<file path="config.mk">
export PLATFORM = sky130hd
export DESIGN_NAME = rle_sequencer
export DESIGN_NICKNAME = d
export VERILOG_FILES = /design/src/rtl/jpeg_pkg.sv /design/src/rtl/ones_encoder.sv /design/src/rtl/rle_sequencer.sv
export SDC_FILE = /design/constraint.sdc
export NUM_CORES = 1
export LEC_CHECK = 0
export ABC_AREA = 1
export BUFFER_PORTS_ARGS = -buffer_cell sky130_fd_sc_hd__buf_2
export CAP_MARGIN = 20
export CORE_MARGIN = 8
export CORE_UTILIZATION = 62
export CTS_CLUSTER_SIZE = 12
export DETAILED_ROUTE_END_ITERATION = 10
export PLACE_DENSITY_LB_ADDON = 0.12
export SYNTH_ARGS = -nofsm -noshare
export SYNTH_HDL_FRONTEND = slang
export SYNTH_SLANG_ARGS = --single-unit
export TNS_END_PERCENT = 50
</file>
<file path="constraint.sdc">
create_clock -name clk -period 5.5 [get_ports clk]
set_input_delay 1.1 -clock clk [delete_from_list [all_inputs] [get_ports clk]]
set_output_delay 1.1 -clock clk [all_outputs]
set_load 0.01 [all_outputs]
</file>
<file path="src/rtl/jpeg_pkg.sv">
// Shared types and constants for the JPEG entropy front end: coefficient type,
// block geometry, special run codes and the RLE sequencer state encoding.
package jpeg_pkg;

  typedef logic signed [10:0] coef_t;

  localparam int NUM_COEF = 64;
  localparam int RUN_MAX  = 15;

  localparam logic [5:0] LAST_IDX = 6'(NUM_COEF - 1);
  localparam logic [3:0] ZRL_RUN  = 4'hF;
  localparam logic [3:0] EOB_RUN  = 4'h0;

  localparam coef_t COEF_MIN   = 11'sh400;
  localparam coef_t AC_SAT_NEG = 11'sh401;

  typedef enum logic [3:0] {
    ST_IDLE,
    ST_RD_DC,
    ST_EMIT_DC,
    ST_SCAN,
    ST_EMIT_ZRL,
    ST_EMIT_AC,
    ST_EMIT_EOB,
    ST_FIN,
    ST_FLUSH_GAP,
    ST_FLUSH_WAIT
  } seq_state_t;

  // -1024 has no 10-bit magnitude, so AC values are clamped to +/-1023.
  function automatic coef_t sat_ac(input coef_t v);
    return (v == COEF_MIN) ? AC_SAT_NEG : v;
  endfunction

endpackage

</file>
<file path="src/rtl/ones_encoder.sv">
// Magnitude category and ones-complement value bits of a signed coefficient.
// The input must already lie in [-(2^(WIDTH-1)-1), 2^(WIDTH-1)-1].
module ones_encoder #(
  parameter int WIDTH = 11
) (
  input  logic [WIDTH-1:0] value_i,
  output logic [3:0]       size_o,
  output logic [WIDTH-2:0] bits_o
);

  logic             neg;
  logic [WIDTH-2:0] mag;
  logic [WIDTH-2:0] mask;

  // Negative values emit the low size bits of (v-1), which equal ~|v|.
  always_comb begin
    neg    = value_i[WIDTH-1];
    mag    = neg ? (~value_i[WIDTH-2:0] + (WIDTH-1)'(1)) : value_i[WIDTH-2:0];
    size_o = '0;
    for (int i = 0; i < WIDTH - 1; i++) begin
      if (mag[i]) size_o = 4'(i + 1);
    end
    mask = '0;
    for (int i = 0; i < WIDTH - 1; i++) begin
      mask[i] = (4'(i) < size_o);
    end
    bits_o = (neg ? ~mag : mag) & mask;
  end

endmodule

</file>
<file path="src/rtl/rle_sequencer.sv">
// Per-block run-length sequencer: scans 64 zig-zag coefficients and feeds
// DC, AC, ZRL and EOB symbols (plus the end-of-scan flush) to huffman_coder.
module rle_sequencer
  import jpeg_pkg::*;
(
  input  logic        clk,
  input  logic        rst,
  input  logic        start,
  input  logic        last_block,
  output logic        busy,
  output logic        done,
  output logic [5:0]  coef_addr,
  input  logic [10:0] coef_rdata,
  output logic        hc_ena,
  input  logic        hc_rdy,
  output logic        hc_dc,
  output logic [10:0] hc_in_dc,
  output logic [3:0]  hc_run,
  output logic [3:0]  hc_size,
  output logic [9:0]  hc_in,
  output logic        hc_flush
);

  seq_state_t state_q, state_d;
  logic [5:0] addr_q, addr_d;
  logic [5:0] idx_q, idx_d;
  logic [5:0] run_q, run_d;
  coef_t      dc_q, dc_d;
  coef_t      ac_q, ac_d;
  logic       last_q, last_d;
  logic       holdoff_q;

  logic       hc_dc_q;
  coef_t      hc_in_dc_q;
  logic [3:0] hc_run_q, hc_size_q;
  logic [9:0] hc_in_q;

  logic       strobe, flush, done_c, can_send;
  logic       sym_dc;
  logic [3:0] sym_run, sym_size;
  logic [9:0] sym_in;
  logic [3:0] enc_size;
  logic [9:0] enc_bits;

  ones_encoder #(.WIDTH(11)) u_enc (
    .value_i (ac_q),
    .size_o  (enc_size),
    .bits_o  (enc_bits)
  );

  // The coder's rdy drops one cycle late, so the cycle after any strobe is blind.
  assign can_send = hc_rdy && !holdoff_q;

  // In SCAN addr_q runs one ahead of idx_q; emit states hold the address so
  // returning to SCAN re-reads it without a bubble.
  always_comb begin
    state_d  = state_q;
    addr_d   = addr_q;
    idx_d    = idx_q;
    run_d    = run_q;
    dc_d     = dc_q;
    ac_d     = ac_q;
    last_d   = last_q;
    strobe   = 1'b0;
    flush    = 1'b0;
    done_c   = 1'b0;
    sym_dc   = 1'b0;
    sym_run  = EOB_RUN;
    sym_size = 4'd0;
    sym_in   = 10'd0;
    case (state_q)
      ST_IDLE: begin
        if (start) begin
          last_d  = last_block;
          addr_d  = 6'd0;
          idx_d   = 6'd0;
          run_d   = 6'd0;
          state_d = ST_RD_DC;
        end
      end
      ST_RD_DC: begin
        dc_d    = coef_t'(coef_rdata);
        addr_d  = 6'd1;
        state_d = ST_EMIT_DC;
      end
      ST_EMIT_DC: begin
        sym_dc = 1'b1;
        if (can_send) begin
          strobe  = 1'b1;
          idx_d   = 6'd1;
          addr_d  = 6'd2;
          run_d   = 6'd0;
          state_d = ST_SCAN;
        end
      end
      ST_SCAN: begin
        if (coef_rdata == 11'd0) begin
          run_d = run_q + 6'd1;
          if (idx_q == LAST_IDX) begin
            state_d = ST_EMIT_EOB;
          end else begin
            idx_d  = idx_q + 6'd1;
            addr_d = addr_q + 6'd1;
          end
        end else begin
          ac_d    = sat_ac(coef_t'(coef_rdata));
          state_d = (run_q > 6'(RUN_MAX)) ? ST_EMIT_ZRL : ST_EMIT_AC;
        end
      end
      ST_EMIT_ZRL: begin
        sym_run = ZRL_RUN;
        if (can_send) begin
          strobe = 1'b1;
          run_d  = run_q - 6'd16;
          if (run_d <= 6'(RUN_MAX)) state_d = ST_EMIT_AC;
        end
      end
      ST_EMIT_AC: begin
        sym_run  = run_q[3:0];
        sym_size = enc_size;
        sym_in   = enc_bits;
        if (can_send) begin
          strobe = 1'b1;
          run_d  = 6'd0;
          if (idx_q == LAST_IDX) begin
            state_d = ST_FIN;
          end else begin
            idx_d   = idx_q + 6'd1;
            addr_d  = addr_q + 6'd1;
            state_d = ST_SCAN;
          end
        end
      end
      ST_EMIT_EOB: begin
        sym_run = EOB_RUN;
        if (can_send) begin
          strobe  = 1'b1;
          state_d = ST_FIN;
        end
      end
      ST_FIN: begin
        if (!last_q) begin
          done_c  = 1'b1;
          addr_d  = 6'd0;
          state_d = ST_IDLE;
        end else if (can_send) begin
          flush   = 1'b1;
          state_d = ST_FLUSH_GAP;
        end
      end
      ST_FLUSH_GAP: begin
        state_d = ST_FLUSH_WAIT;
      end
      ST_FLUSH_WAIT: begin
        if (hc_rdy) begin
          done_c  = 1'b1;
          addr_d  = 6'd0;
          state_d = ST_IDLE;
        end
      end
      default: begin
        state_d = ST_IDLE;
      end
    endcase
  end

  always_ff @(posedge clk or posedge rst) begin
    if (rst) begin
      state_q   <= ST_IDLE;
      addr_q    <= '0;
      idx_q     <= '0;
      run_q     <= '0;
      dc_q      <= '0;
      ac_q      <= '0;
      last_q    <= 1'b0;
      holdoff_q <= 1'b0;
    end else begin
      state_q   <= state_d;
      addr_q    <= addr_d;
      idx_q     <= idx_d;
      run_q     <= run_d;
      dc_q      <= dc_d;
      ac_q      <= ac_d;
      last_q    <= last_d;
      holdoff_q <= strobe | flush;
    end
  end

  // Symbol fields are live during the strobe and held afterwards.
  always_ff @(posedge clk or posedge rst) begin
    if (rst) begin
      hc_dc_q    <= 1'b0;
      hc_in_dc_q <= '0;
      hc_run_q   <= '0;
      hc_size_q  <= '0;
      hc_in_q    <= '0;
    end else if (strobe) begin
      hc_dc_q    <= sym_dc;
      hc_in_dc_q <= dc_q;
      hc_run_q   <= sym_run;
      hc_size_q  <= sym_size;
      hc_in_q    <= sym_in;
    end
  end

  assign hc_ena    = strobe;
  assign hc_flush  = flush;
  assign done      = done_c;
  assign busy      = (state_q != ST_IDLE) && !done_c;
  assign coef_addr = addr_q;
  assign hc_dc     = strobe ? sym_dc   : hc_dc_q;
  assign hc_in_dc  = strobe ? dc_q     : hc_in_dc_q;
  assign hc_run    = strobe ? sym_run  : hc_run_q;
  assign hc_size   = strobe ? sym_size : hc_size_q;
  assign hc_in     = strobe ? sym_in   : hc_in_q;

endmodule

</file>
* Yosys cells after proc, flatten, opt, wreduce, memory -nomap -nowiden
Cells that the tools add are included.
Cells by class: $add $sub $neg 5, multiply operators 0, divide/modulo/power cells 0, order comparisons 12, equal/unequal tests 23, shift operators 0, multiplexer cells 60, bitwise gates (word level) 5, reductions and logical operators 18
Operators by type and width (count):
- 6-bit 2-to-1 mux | 14
- 4-bit 2-to-1 mux | 17
- 6-bit one-hot mux with 4 select lines | 2
- 6-bit one-hot mux with 7 select lines | 1
- 10-bit 2-to-1 mux | 4
- 4-bit one-hot mux with 10 select lines | 1
- 11-bit 2-to-1 mux | 2
- 10-bit inverter | 2
- 6-bit by 1-bit adder with 6-bit output (second input constant) | 3
- 2-bit inequality test (second input constant) | 9
- 4-bit by 3-bit equality test with 1-bit output (second input constant) | 4
- 3-bit by 4-bit < comparator with 1-bit output (first input constant) | 4
- 3-bit 2-to-1 mux | 5
- 4-bit nonzero test | 3
- 11-bit equality test (second input constant) | 1
- 11-bit zero test | 1
- 10-bit by 1-bit adder with 10-bit output (second input constant) | 1
- 10-bit AND | 1
- 1-bit 2-to-1 mux | 10
- 5-bit AND reduction | 2
- 9-bit AND reduction | 1
- 4-bit by 2-bit equality test with 1-bit output (second input constant) | 2
- 4-bit equality test (second input constant) | 2
- 1-bit by 4-bit < comparator with 1-bit output (first input constant) | 2
- 22 further kinds | 29
Word-level totals: register bits after elaboration 76, bits in latches 0, RAM bits 0, bits in read-only memories 0, input bits 16, output and inout bits 40, logic and storage cells 136, memories 0

* Depth between registers and ports, before layout
Gate-level depths: netlist of the first run.
depth in word-level cells 17, mapped depth 16, gate-level depth less buffers 16

* Cells and area by module
From an unflattened synthesis of the first run, not the netlist that was laid out.
Second synthesis, totals: cells, all modules 616, area, all modules 4504.3 um2
By module, submodules not included:
- rle_sequencer | times used 1, cells each 486, area each 3789.9 um2, seq. area each 1901.8 um2
- ones_encoder | times used 1, cells each 130, area each 714.4 um2, seq. area each 0.0 um2

* Worst setup path before layout of the first run
OpenSTA, ideal clock, no wires.
kind input-to-output, start input hc_rdy, end output hc_in[3], arrival time 2206 ps, required time 4400 ps, slack 2194 ps, stages 7, buffers on the path 1, cells stage by stage inv_2 > nor2_1 > inv_2 > nor2_2 > buf_6 > nand3_1 > o21ai_0
On the way: cells in the longest elaborated chain, start to end 4
RTL lines:
- start, declared | RTL line rle_sequencer.sv:15 | input logic hc_rdy,
- 1-bit logical AND | RTL line rle_sequencer.sv:52 | assign can_send = hc_rdy && !holdoff_q;
- 1-bit 2-to-1 mux (2 in series)
- 10-bit 2-to-1 mux
- end, declared | RTL line rle_sequencer.sv:20 | output logic [9:0] hc_in,
No other way between the ends.

* Final worst setup path of the first run
start register ac_q[10], end output hc_size[0]
On the way: cells in the longest elaborated chain, start to end 13
RTL lines:
- start, declared | RTL line rle_sequencer.sv:29 | coef_t ac_q, ac_d;
- start signal, assigned | RTL line rle_sequencer.sv:174 | ac_q <= '0;
- start signal, assigned | RTL line rle_sequencer.sv:183 | ac_q <= ac_d;
- 10-bit 2-to-1 mux (*) | RTL line ones_encoder.sv:18 | mag = neg ? (~value_i[WIDTH-2:0] + (WIDTH-1)'(1)) : value_i[WIDTH-2:0];
- 1-bit 2-to-1 mux | RTL line ones_encoder.sv:21 | if (mag[i]) size_o = 4'(i + 1);
- 2-bit 2-to-1 mux (2 in series) | RTL line ones_encoder.sv:21
- 3-bit 2-to-1 mux (4 in series) | RTL line ones_encoder.sv:21
- 4-bit 2-to-1 mux (2 in series) | RTL line ones_encoder.sv:21
- 4-bit 2-to-1 mux (*) | RTL line ones_encoder.sv:21
- 4-bit 2-to-1 mux (*) | RTL line rle_sequencer.sv:71 | case (state_q)
- 4-bit 2-to-1 mux (*)
- end, declared | RTL line rle_sequencer.sv:19 | output logic [3:0] hc_size,
Every way passes the cells marked *; elsewhere a longest branch is shown, timed or not.

==> summary.md, run 1 <==
| Metric | Value |
|---|---|
| Critical path class | reg -> out |
| Sum of net half-perimeters after detailed placement | ~7000 um |
| Diodes inserted | 0 |
| Seq cells post-synth | between 70 and 80 |
| Origin of the critical flop-to-flop path | state_q[2]$_DFFE_PP0P_ |
| Net load switching power | 1350 uW |
| Leakage | about 0.0024 uW |
| Worst-margin pin slew | 1020 ps |
| Time the worst path needs with I/O delays and setup | just under 4000 ps |
| Sw frac | roughly 47% |
| # clock sinks | 76 |
| GRT Resource Usage Total | between 20 and 25% |
| Horizontal extent of the die | just under 100 um |
| Proportion of layout cells with a drive suffix above 1 | 24.2% |
| Register-to-Register Setup Slack | 3120 ps |
| Endpoint of the lowest-slack register-to-register path | coef_addr[4]$_DFFE_PP0P_ |
| Finished Layout Cells | around 660 |
| Portion of total power attributed to the clock network | between 15 and 20% |
| Global-route wire length before repair | 16200 um |
| Instance count of the mapped netlist | roughly 520 |
| HP Class | reg -> reg |
| Peak Freq | around 0.26 GHz |
| Sequential-to-total area share from yosys stat | a little under half |
| Top-Level Pins | 56 |
| TritonCTS clock tree | done |
| Data arrival at the endpoint of the critical path | 2750 ps |
| Max-cap violation count | 0 |
| Post-Route Hold Slack | 480 ps |
| Number of hold violations in the final report | 0 |
| CTS H-Tree Depth | 3 |
| Worst supply voltage drop on vdd | roughly 0.00034 V |
| Clk Tree Root Cell | sky130_fd_sc_hd__clkbuf_8 |
| Unrepaired setup endpoints after global routing | false |
| Register share of total power | about a third |
| Post-CTS setup-driven buffer insertion count | 0 |
| Cell count after placement | between 600 and 700 |
| Leading cell type in the layout, fill and taps excluded | sky130_fd_sc_hd__nand2_1 |
| Post-Synthesis Cell Area | about 4200 um2 |
| Worst-path maximum fanout | 21 |
| Hold buffer count at CTS | 0 |
| Largest net degree at the start of global routing | 77 |
| Die Footprint | 9670 um2 |
| CP required | 4400 ps |
| Net count after synthesis | 544 |
| Antenna violations before repair | 0 |
| Total iterations of the first detailed-routing run | 4 |
| Synth-to-layout area growth | 12.6% |
| Critical path capture point | hc_size[0] |
| Cell internal pwr | about 1500 uW |
| Routed wire length | 9360 um |
| Vias per Instance | between 5 and 6 |
| Average routed wire per standard cell | 14.1 um |
| Cell row count | 30 |
| CP startpoint kind | flip-flop |
| Global route overflow | 0 |
| Share of async-settable or async-resettable flops after synthesis | 100% |
| Result of the run | completed |
| Nature of the critical path endpoint | primary output |
| Count of endpoints failing setup in the final report | 0 |
| DRC viols | 0 |
| Antenna viol nets, final | 0 |
| 1st-iter DRT viols | about 150 |
| Worst clock skew | ~8 ps |
| Clock-pin slew on the worst setup and hold paths | ~90 ps |
| Final Power | 2870 uW |
| Number of flops mapped to enable cells by yosys | 0 |
| Synthesized area per cell | slightly above 8 um2 |
| Primary flip-flop cell chosen by synthesis mapping | sky130_fd_sc_hd__dfrtp_1 |
| CORE AREA | 6680 um2 |
| Max-slew violations | 0 |
| Clock buffer count from CTS | 9 |
| Gates resized, CTS repair | 0 |
| Layout Nets | 600 |
| Vias in the first global route | approximately 3500 |
| Buffer depth of the longest clock path | 2 |
| Starting density of the core | about 63% |
| Height of the die | between 90 and 100 um |
| Total negative setup slack | 0 ps |
| Max transition margin | 31.6% |
| Synth warn | 0 |
| CP Launch Point | ac_q[10]$_DFFE_PP0P_ |
| Placer Congestion | between 0.8 and 0.9 |
| Synth cell types | 43 |
| Via count | between 3000 and 4000 |
| Power per cell area | around 610 nW/um2 |
| Leading cell types in the layout, fill and taps excluded | sky130_fd_sc_hd__nand2_1 (154), sky130_fd_sc_hd__dfrtp_1 (76), sky130_fd_sc_hd__buf_2 (55), sky130_fd_sc_hd__inv_1 (46), sky130_fd_sc_hd__o21ai_0 (35) |
| Skew-Pair Late Insertion Delay | ~350 ps |
| Comb pwr share | between 50% and 60% |
| Post-route clock period utilization | 70.0% |
| Length in cells of the worst reg-to-reg path | 9 |
| Port Buffers | 55 |
| Layout fillers | ~540 |
==> state kept, by name, indices dropped and copies added (netlist names) <==
name,cells
ac_q,11
coef_addr,6
dc_q,11
hc_dc_q,1
hc_in_dc_q,11
hc_in_q,10
hc_run_q,4
hc_size_q,4
holdoff_q,1
idx_q,6
last_q,1
run_q,6
state_q,4
==> Yosys cell counts (2+ instances only) <==
library cell               instances  area (um2)
sky130_fd_sc_hd__a21oi_1           9        45.0
sky130_fd_sc_hd__a21oi_4           2        32.5
sky130_fd_sc_hd__a221o_1           4        40.0
sky130_fd_sc_hd__a31oi_1           2        12.5
sky130_fd_sc_hd__buf_2             3        15.0
sky130_fd_sc_hd__buf_4             3        22.5
sky130_fd_sc_hd__buf_6             3        33.8
sky130_fd_sc_hd__clkbuf_1          3        11.3
sky130_fd_sc_hd__dfrtp_1          76        1900
sky130_fd_sc_hd__ha_1              6        75.1
sky130_fd_sc_hd__inv_1            47         176
sky130_fd_sc_hd__inv_2            13        48.8
sky130_fd_sc_hd__mux2_2            3        33.8
sky130_fd_sc_hd__nand2_1         154         578
sky130_fd_sc_hd__nand2_2          13        81.3
sky130_fd_sc_hd__nand2_4           3        33.8
sky130_fd_sc_hd__nand3_1          30         150
sky130_fd_sc_hd__nand3_2           2        20.0
sky130_fd_sc_hd__nand3b_1          4        30.0
sky130_fd_sc_hd__nand4_1           6        37.5
sky130_fd_sc_hd__nor2_1           33         124
sky130_fd_sc_hd__nor2_2            9        56.3
sky130_fd_sc_hd__nor2_4            8        90.1
sky130_fd_sc_hd__nor3_1            2        10.0
sky130_fd_sc_hd__nor4_1            2        12.5
sky130_fd_sc_hd__o211ai_1          2        15.0
sky130_fd_sc_hd__o21ai_0          35         175
sky130_fd_sc_hd__o21ai_1          16        80.1
sky130_fd_sc_hd__o21ai_2           7        61.3
sky130_fd_sc_hd__o22ai_1           3        18.8
sky130_fd_sc_hd__or2_2             2        12.5
sky130_fd_sc_hd__xnor2_1           2        17.5
sky130_fd_sc_hd__xor2_1            5        43.8
==> area by class of cell <==
cell class | count | area, um2 | area share (%)
Timing Repair Buffer | 57 | 290 | 6.13
Clock inverter | 7 | 98.8 | 2.09
Inverter | 61 | 229 | 4.84
Multi-Input combinational cell | 373 | 1990 | 42.0
Clock buffer | 9 | 124 | 2.62
Sequential cell | 76 | 1900 | 40.2
Tap cell | 80 | 100 | 2.11
==> cell families (layout without fill, tap and decap cells) <==
logic type / after synthesis / after routing / synth area share, %
AOI/OAI and AO/OA: 84 / 84 / 12.4
xor gates and xnor gates: 8 / 8 / 1.85
adders and majority gates: 6 / 6 / 1.79
buffers and inverters: 73 / 134 / 7.41
DFF: 76 / 76 / 45.2
muxes: 3 / 3 / 0.804
and+or+nand+nor: 272 / 272 / 30.6
==> power by group through the flow <==
stage / Combinational, uW / Sequential (uW) / Clock [uW]
detailed placement: 1440 / 952 / 0
CTS: 1460 / 942 / 490
global route: 1640 / 971 / 508
floorplan: 1150 / 900 / 0
finish: 1450 / 944 / 478
global placement: 1410 / 945 / 0
==> layer usage <==
layer | share of wire (%) | GRT usage, % | wire [um] | up-vias
li1 | - | - | - | 1810
met1 | 50 | 26.7 | 4640 | 1602
met2 | 44 | 31.6 | 4100 | 96
met3 | 4.8 | 5.76 | 451 | 18
met4 | 1.9 | 6.61 | 174 | 0
met5 | 0 | 0 | 0 | -
==> critical path: stages (launching register included) <==
cell and delay, ps:
sky130_fd_sc_hd__dfrtp_1 740, sky130_fd_sc_hd__clkinv_1 430, sky130_fd_sc_hd__nand2_1 180, sky130_fd_sc_hd__nand3_1 90, sky130_fd_sc_hd__nand3_1 120, sky130_fd_sc_hd__nand3_1 70
sky130_fd_sc_hd__nand2_1 60, sky130_fd_sc_hd__nand2_1 50, sky130_fd_sc_hd__nand2_1 60, sky130_fd_sc_hd__nand2_1 50, sky130_fd_sc_hd__nand2_1 110, sky130_fd_sc_hd__nand2_1 80
sky130_fd_sc_hd__o21ai_0 200, sky130_fd_sc_hd__buf_2 170
==> per-stage QoR <==
step	area, um2	setup slack, ps	util, %
after floorplan	4200	2190	-
after global placement	4510	1770	67.5
after detailed placement	4510	1700	67.5
after CTS	4730	1700	70.9
after global routing	4730	1330	70.9
final	4730	1650	70.9
==> worst min path at each step <==
stage	startpoint	to	slack, ps	cells past startpoint
3_5_place_dp	hc_in_dc_q[0]$_DFF_PP0_	hc_in_dc_q[0]$_DFF_PP0_	460	2
2_1_floorplan	dc_q[0]$_DFFE_PP0P_	dc_q[0]$_DFFE_PP0P_	450	2
3_3_place_gp	hc_in_dc_q[1]$_DFF_PP0_	hc_in_dc_q[1]$_DFF_PP0_	460	2
5_1_grt	hc_in_dc_q[1]$_DFF_PP0_	hc_in_dc_q[1]$_DFF_PP0_	510	2
4_1_cts	hc_in_q[6]$_DFF_PP0_	hc_in_q[6]$_DFF_PP0_	480	2
6_report	hc_in_dc_q[0]$_DFF_PP0_	hc_in_dc_q[0]$_DFF_PP0_	480	2
Note: power is estimated with default switching activity, not from simulation.
==> inputs of run 2 (changes only) <==
--- a/config.mk
+++ b/config.mk
@@ -5,11 +5,11 @@
 export SDC_FILE = /design/constraint.sdc
 export NUM_CORES = 1
 export LEC_CHECK = 0
-export ABC_AREA = 1
+export ABC_AREA = 0
 export BUFFER_PORTS_ARGS = -buffer_cell sky130_fd_sc_hd__buf_2
 export CAP_MARGIN = 20
 export CORE_MARGIN = 8
-export CORE_UTILIZATION = 62
+export CORE_UTILIZATION = 58
 export CTS_CLUSTER_SIZE = 12
 export DETAILED_ROUTE_END_ITERATION = 10
 export PLACE_DENSITY_LB_ADDON = 0.12
==> constraint.sdc (replaced) <==
create_clock -name clk -period 4 [get_ports clk]
set_input_delay 0.8 -clock clk [delete_from_list [all_inputs] [get_ports clk]]
set_output_delay 0.8 -clock clk [all_outputs]
set_load 0.01 [all_outputs]
==> run 2 against run 1 <==
  * Hold slack worse by 5.8 ps
  * Die area is 5.9% higher
  * First-iteration DRC count is 15% higher
  * Flip-flop and latch count stayed put
  * Highest routed layer unchanged
==> summary.md, run 2 <==
| Metric | Value |
|---|---|
| Result of the run | completed |
| Max-cap violation count | 0 |
| Sequential-to-total area share from yosys stat | between 40% and 50% |
| Number of flops mapped to enable cells by yosys | 0 |
| Top post-synthesis cells by count | sky130_fd_sc_hd__dfrtp_1 (76), sky130_fd_sc_hd__nand2_1 (67), sky130_fd_sc_hd__nor2_1 (29) |
| Hold buffer count at CTS | 0 |
| Placer Congestion | ~0.9 |
| Vias in the first global route | approximately 3400 |
| Synthesized area per cell | between 9 and 10 um2 |
| Post-route clock period utilization | 94.9% |
| GRT Resource Usage Total | roughly a fifth |
| End of the worst hold path | hc_in_dc_q[4]$_DFF_PP0_ |
| Clock buffer count from CTS | 9 |
| Routed wire length | 9870 um |
| Global-route wire length before repair | around 17000 um |
| TritonCTS clock tree | done |
| Total negative setup slack | 0 ps |
| Worst-path maximum fanout | 11 |
| Worst-margin pin slew | just over 1000 ps |
| Sequence of cells on the critical path | inv_1, ha_4, or4b_4, nand3b_1, a211o_1, nand2_2, nand2_1, a21bo_1, a22o_1, buf_2 |
| Global route overflow | 0 |
| Leading cell type in the layout, fill and taps excluded | sky130_fd_sc_hd__dfrtp_1 |
| Vias per Instance | between 5 and 6 |
| Share of async-settable or async-resettable flops after synthesis | 100% |
| Number of hold violations in the final report | 0 |
| Average routed wire per standard cell | about 16 um |
| Origin of the critical flop-to-flop path | state_q[2]$_DFFE_PP0P_ |
| Endpoint of the lowest-slack register-to-register path | coef_addr[5]$_DFFE_PP0P_ |
| Count of endpoints failing setup in the final report | 0 |
| Clk Tree Root Cell | sky130_fd_sc_hd__clkbuf_8 |
| Worst clock skew | between 10 and 15 ps |
| Leading cell types by total area after synthesis | sky130_fd_sc_hd__dfrtp_1 (45%), sky130_fd_sc_hd__mux2_2 (6.1%), sky130_fd_sc_hd__nand2_1 (6.0%) |
| Unrepaired setup endpoints after global routing | false |
| Worst path slowest cell | sky130_fd_sc_hd__or4b_4 |
| Time the worst path needs with I/O delays and setup | approximately 3800 ps |
| Diodes inserted | 0 |
| Worst Hold Launch | hc_in_dc_q[4]$_DFF_PP0_ |
| Port Buffers | 55 |
| Leakage | between 0.002 and 0.0025 uW |
| Length in cells of the worst reg-to-reg path | 8 |
| Leading cell types in the layout, fill and taps excluded | sky130_fd_sc_hd__dfrtp_1 (76), sky130_fd_sc_hd__nand2_1 (67), sky130_fd_sc_hd__buf_2 (55), sky130_fd_sc_hd__nor2_1 (29), sky130_fd_sc_hd__o21ai_0 (24) |
| Worst supply voltage drop on vdd | 0.000452 V |
| 1st-iter DRT viols | about 180 |
| Register-to-Register Setup Slack | 1290 ps |
| Die Footprint | roughly 10000 um2 |
| Clock-pin slew on the worst setup and hold paths | roughly 100 ps |
| Share of the synthesized area in the top cell type | between 40% and 50% |
| Seq cells post-synth | between 70 and 80 |
| Horizontal extent of the die | approximately 100 um |
| CORE AREA | between 7000 and 8000 um2 |
| Via count | between 3000 and 4000 |
| Proportion of layout cells with a drive suffix above 1 | approximately a quarter |
| Primary flip-flop cell chosen by synthesis mapping | sky130_fd_sc_hd__dfrtp_1 |
| Peak Freq | 0.263 GHz |
| Synth-to-layout area growth | 13.4% |
| DRC viols | 0 |
| Largest net degree at the start of global routing | 77 |
| CTS H-Tree Depth | 3 |
| Hold Path Stages | 2 |
| CP startpoint kind | flip-flop |
| Skew-Pair Late Insertion Delay | between 300 and 400 ps |
| Height of the die | 101 um |
| Starting density of the core | between 50% and 60% |
| Total iterations of the first detailed-routing run | 5 |
| Data arrival at the endpoint of the critical path | 3000 ps |
| Registers with the highest flip-flop counts | ac_q: 11 flops, dc_q: 11 flops, hc_in_dc_q: 11 flops |
| Most frequently used cell type in the post-synthesis netlist | sky130_fd_sc_hd__dfrtp_1 |
| Buffer depth of the longest clock path | 2 |
| Instance count of the mapped netlist | between 400 and 500 |
| Synth warn | 0 |
| Final Power | between 4000 and 5000 uW |
| Critical Path Max Stage Delay | between 500 and 600 ps |
| Net count after synthesis | around 480 |
| Power per cell area | around 850 nW/um2 |
| Max transition margin | between 30% and 40% |
| Top-Level Pins | 56 |
| Area leader, netlist | sky130_fd_sc_hd__dfrtp_1 |
| Cell row count | 31 |
| Layout Nets | roughly 520 |
| CP required | between 3000 and 4000 ps |
| Critical path class | reg -> out |
| Nature of the critical path endpoint | primary output |
| Max-slew violations | 0 |
| HP Class | reg -> reg |
| # clock sinks | 76 |
| Sum of net half-perimeters after detailed placement | between 6000 and 7000 um |
| Antenna violations before repair | 0 |
| Antenna viol nets, final | 0 |
| Synth cell types | just over 60 |
| Post-Synthesis Cell Area | around 4200 um2 |
==> run 2: how the worst max path moves through the flow <==
stage               depth (start not counted)                 from    endpoint  slack (ps)
finish                                     10  ac_q[0]$_DFFE_PP0P_  hc_size[1]         200
global route                               10  ac_q[0]$_DFFE_PP0P_    hc_in[0]          40
CTS                                         9  ac_q[0]$_DFFE_PP0P_    hc_in[4]          40
detailed placement                          9  ac_q[0]$_DFFE_PP0P_    hc_in[4]         360
global placement                           10  ac_q[0]$_DFFE_PP0P_  hc_size[1]         470
floorplan                                  10  ac_q[0]$_DFFE_PP0P_    hc_in[4]         880
==> run 2: logic make-up (layout without fill, tap and decap cells) <==
logic type / Yosys count / in the layout / share of synthesized area [%]
xor+xnor: 19 / 19 / 3.95
buf+inv: 47 / 98 / 4.48
mux: 25 / 25 / 6.74
simple gates: 175 / 175 / 20.3
fa+ha+maj: 6 / 6 / 1.78
compound gates: 106 / 106 / 17.6
flops: 76 / 76 / 45.1
==> run 2: per-layer routing <==
metal / GRT usage (%) / routed length (um)
met5: 0 / 0
met4: 8.71 / 209
met3: 3.85 / 505
met2: 32.7 / 4770
met1: 25.7 / 4380
==> run 2: final cells by class <==
class / instances / area, um2
Timing Repair Buffer: 64 / 343
Sequential cell: 76 / 1900
Multi-Input combinational cell: 331 / 2160
Clock buffer: 9 / 124
Clock inverter: 7 / 57.6
Inverter: 18 / 67.6
Tap cell: 99 / 124
Fill cell: 615 / 2360
==> run 2: worst max-delay path, delay by kind of cell, from the launching register on <==
kind,cells,cell delay (ps)
AND/OR/NAND/NOR,4,960
AO/OA/AOI/OAI,3,700
flip-flops,1,470
buffers and inverters,2,290
adder cells (fa/ha/maj),1,210
==> run 2: where the power goes <==
| group | total (uW) | internal, uW | leakage [uW] | switching, uW |
|---|---|---|---|---|
| registers | 1420 | 1080 | 0.000972 | 346 |
| logic | 2090 | 881 | 0.00115 | 1210 |
| clock network | 564 | 235 | 0.0000886 | 328 |
| total | 4070 | 2190 | 0.00221 | 1880 |
==> run 2: per-stage QoR <==
stage          cells  area [um2]  hold WS (ps)  setup WS (ps)  util, %
2_1_floorplan    454        4210           463            881        -
3_3_place_gp     588        4560           452            473     63.9
3_5_place_dp     588        4560           458            358     63.9
4_1_cts          604        4740           480           38.3     66.4
5_1_grt          604        4780           498           44.1     67.0
6_report         604        4780           475            202     67.0
==> run 2: repair_timing <==
action	4_1_cts	5_1_grt
pin swaps	0	0
resized for setup	1	7
setup endpoints to repair	3	5
buffers inserted	0	0
gates cloned	0	0
==> inputs of run 3 (changes only) <==
--- a/config.mk
+++ b/config.mk
@@ -12,7 +12,7 @@
 export CORE_UTILIZATION = 58
 export CTS_CLUSTER_SIZE = 12
 export DETAILED_ROUTE_END_ITERATION = 10
-export PLACE_DENSITY_LB_ADDON = 0.12
+export PLACE_DENSITY_LB_ADDON = 0.08
 export SYNTH_ARGS = -nofsm -noshare
 export SYNTH_HDL_FRONTEND = slang
 export SYNTH_SLANG_ARGS = --single-unit
==> run 3 against run 2 <==
  * Utilization is 0.070 points higher
  * Combinational power about the same
  * Hold slack got worse by 3.3 ps
  * Sequential share of layout area about the same
  * Fmax grew 0.21%
  * Worst setup slack improved by 8.1 ps
  * Cell count rose by 0.33%
  * First-iteration DRC count is 1.1% higher
  * Design area increased by 0.10%
  * Largest cell class unchanged
==> summary.md, run 3 (same netlist as run 2, synthesis figures left out) <==
| Metric | Value |
|---|---|
| Result of the run | completed |
| Leading cell types in the layout, fill and taps excluded | sky130_fd_sc_hd__dfrtp_1 (76), sky130_fd_sc_hd__nand2_1 (67), sky130_fd_sc_hd__buf_2 (55), sky130_fd_sc_hd__nor2_1 (29), sky130_fd_sc_hd__o21ai_0 (24) |
| Proportion of layout cells with a drive suffix above 1 | around a quarter |
| Data arrival at the endpoint of the critical path | 2990 ps |
| Antenna violations before repair | 0 |
| TritonCTS clock tree | done |
| CP startpoint kind | flip-flop |
| Die Footprint | just over 10000 um2 |
| GRT Resource Usage Total | 20.2% |
| Synth-to-layout area growth | 13.5% |
| # clock sinks | 76 |
| Max-slew violations | 0 |
| Antenna viol nets, final | 0 |
| Register-to-Register Setup Slack | 1310 ps |
| Worst Hold Launch | hc_in_dc_q[6]$_DFF_PP0_ |
| 1st-iter DRT viols | ~180 |
| Starting density of the core | about three fifths |
| Bufs and invs on worst path | 2 |
| Critical Path Max Stage Delay | around 550 ps |
| Hold buffer count at CTS | 0 |
| Registers with the highest flip-flop counts | ac_q: 11 flops, dc_q: 11 flops, hc_in_dc_q: 11 flops |
| Horizontal extent of the die | 101 um |
| Worst clock skew | ~10 ps |
| Worst supply voltage drop on vdd | around 0.00049 V |
| Worst-path maximum fanout | 11 |
| Final Power | ~4100 uW |
| Cell internal pwr | 2240 uW |
| Origin of the critical flop-to-flop path | state_q[2]$_DFFE_PP0P_ |
| Max-cap violation count | 0 |
| Number of hold violations in the final report | 0 |
| Total negative setup slack | 0 ps |
| Length in cells of the worst reg-to-reg path | 8 |
| CP Launch Point | ac_q[0]$_DFFE_PP0P_ |
| Leakage | 0.00222 uW |
| Endpoint of the lowest-slack register-to-register path | coef_addr[4]$_DFFE_PP0P_ |
| Comb pwr share | between 50% and 60% |
| Global route overflow | 0 |
| Diodes inserted | 0 |
| CP required | 3200 ps |
| Layout Nets | about 520 |
| Net load switching power | 1810 uW |
| Sw frac | 44.7% |
| CORE AREA | 7140 um2 |
| Power per cell area | roughly 850 nW/um2 |
| DRC viols | 0 |
| Buffer depth of the longest clock path | 2 |
| Port Buffers | 55 |
| Largest net degree at the start of global routing | 31 |
| Nature of the critical path endpoint | primary output |
| Peak Freq | approximately 0.26 GHz |
| Delay-heaviest family, CP | simple AND/OR/NAND/NOR gates |
| Average routed wire per standard cell | 16.1 um |
| Cell row count | 31 |
| Register share of total power | a little over a third |
| Total iterations of the first detailed-routing run | 4 |
| Clock-pin slew on the worst setup and hold paths | 80 ps |
| Clk Tree Root Cell | sky130_fd_sc_hd__clkbuf_8 |
| Sequence of cells on the critical path | inv_1, ha_2, or4b_4, nand3b_1, a211o_1, nand2_2, nand2_1, a21bo_1, a22o_1, buf_2 |
| Worst path slowest cell | sky130_fd_sc_hd__or4b_4 |
| Skew-Pair Late Insertion Delay | 340 ps |
| Worst-margin pin slew | about 1000 ps |
| Count of endpoints failing setup in the final report | 0 |
| Top-Level Pins | 56 |
| Portion of total power attributed to the clock network | 14.2% |
| Unrepaired setup endpoints after global routing | false |
| Clock buffer count from CTS | 9 |
| Critical path class | reg -> out |
| Global-route wire length before repair | ~17000 um |
| Routed wire length | slightly below 10000 um |
| Hold Path Stages | 2 |
| Max transition margin | a little under a third |
| Leading cell type in the layout, fill and taps excluded | sky130_fd_sc_hd__dfrtp_1 |
| Vias per Instance | 5.81 |
| Sum of net half-perimeters after detailed placement | 7100 um |
| Placer Congestion | roughly 0.89 |
| Layout fillers | approximately 630 |
| CTS H-Tree Depth | 3 |
| Height of the die | a little over 100 um |
| Via count | about 3500 |
| HP Class | reg -> reg |
| Vias in the first global route | between 3000 and 4000 |
| End of the worst hold path | hc_in_dc_q[6]$_DFF_PP0_ |
| Post-route clock period utilization | roughly 95% |
| Time the worst path needs with I/O delays and setup | approximately 3800 ps |
-- run 3: cell types whose count changed in the layout (fill, tap and decap cells not counted), sizes merged --
cell and delta:
inv -3, buf +2, clkbuf +2, bufinv +1, clkinv +1, clkinvlp -1
-- run 3: layout make-up --
| class | instances | area [um2] | share of cell area [%] |
|---|---|---|---|
| Clock buffer | 11 | 131 | 2.75 |
| Clock inverter | 5 | 60.1 | 1.26 |
| Inverter | 18 | 67.6 | 1.41 |
| Multi-Input combinational cell | 331 | 2140 | 44.8 |
| Sequential cell | 76 | 1900 | 39.8 |
| Tap cell | 99 | 124 | 2.59 |
| Timing Repair Buffer | 66 | 358 | 7.48 |
-- run 3: through the flow --
step	cell area (um2)	cells	hold slack (ps)	utilization [%]	setup WS [ps]
2_1_floorplan	4210	454	463	-	881
3_3_place_gp	4570	590	451	64.1	484
3_5_place_dp	4570	590	453	64.1	399
4_1_cts	4760	606	475	66.8	19.7
5_1_grt	4780	606	502	67.0	44.2
6_report	4780	606	471	67.0	210
-- run 3: worst max path at each step --
stage                             to  slack, ps  cells past startpoint
after floorplan             hc_in[4]        880                     10
after global placement    hc_size[1]        480                     10
after detailed placement    hc_in[0]        400                     10
after CTS                   hc_in[0]         20                     10
after global routing      hc_size[1]         40                     10
final                     hc_size[1]        210                     10
-- run 3: repair_timing --
action | in CTS | in global routing
setup endpoints to repair | 0 | 10
setup buffers | 0 | 0
gates resized for setup | 0 | 4
-- run 3: power by group through the flow --
stage	clock (uW)	sequential [uW]	combinational, uW
detailed placement	0	1420	2050
finish	578	1420	2060
global placement	0	1410	2010
floorplan	0	1240	1640
CTS	596	1410	2060
global route	630	1480	2290
-- run 3: per-layer routing --
| layer | share of wire (%) | global-route usage (%) |
|---|---|---|
| met1 | 45 | 26.3 |
| met2 | 49 | 32.0 |
| met3 | 4.5 | 4.81 |
| met4 | 1.9 | 7.33 |
| met5 | 0 | 0 |
-- run 3: worst reg2reg max path: cells and delay by family, from the launching register on --
kind | cells | cell delay (ps)
AO/OA/AOI/OAI | 3 | 900
XOR/XNOR | 1 | 180
buffers and inverters | 1 | 200
flip-flops | 1 | 830
AND/OR/NAND/NOR | 3 | 480
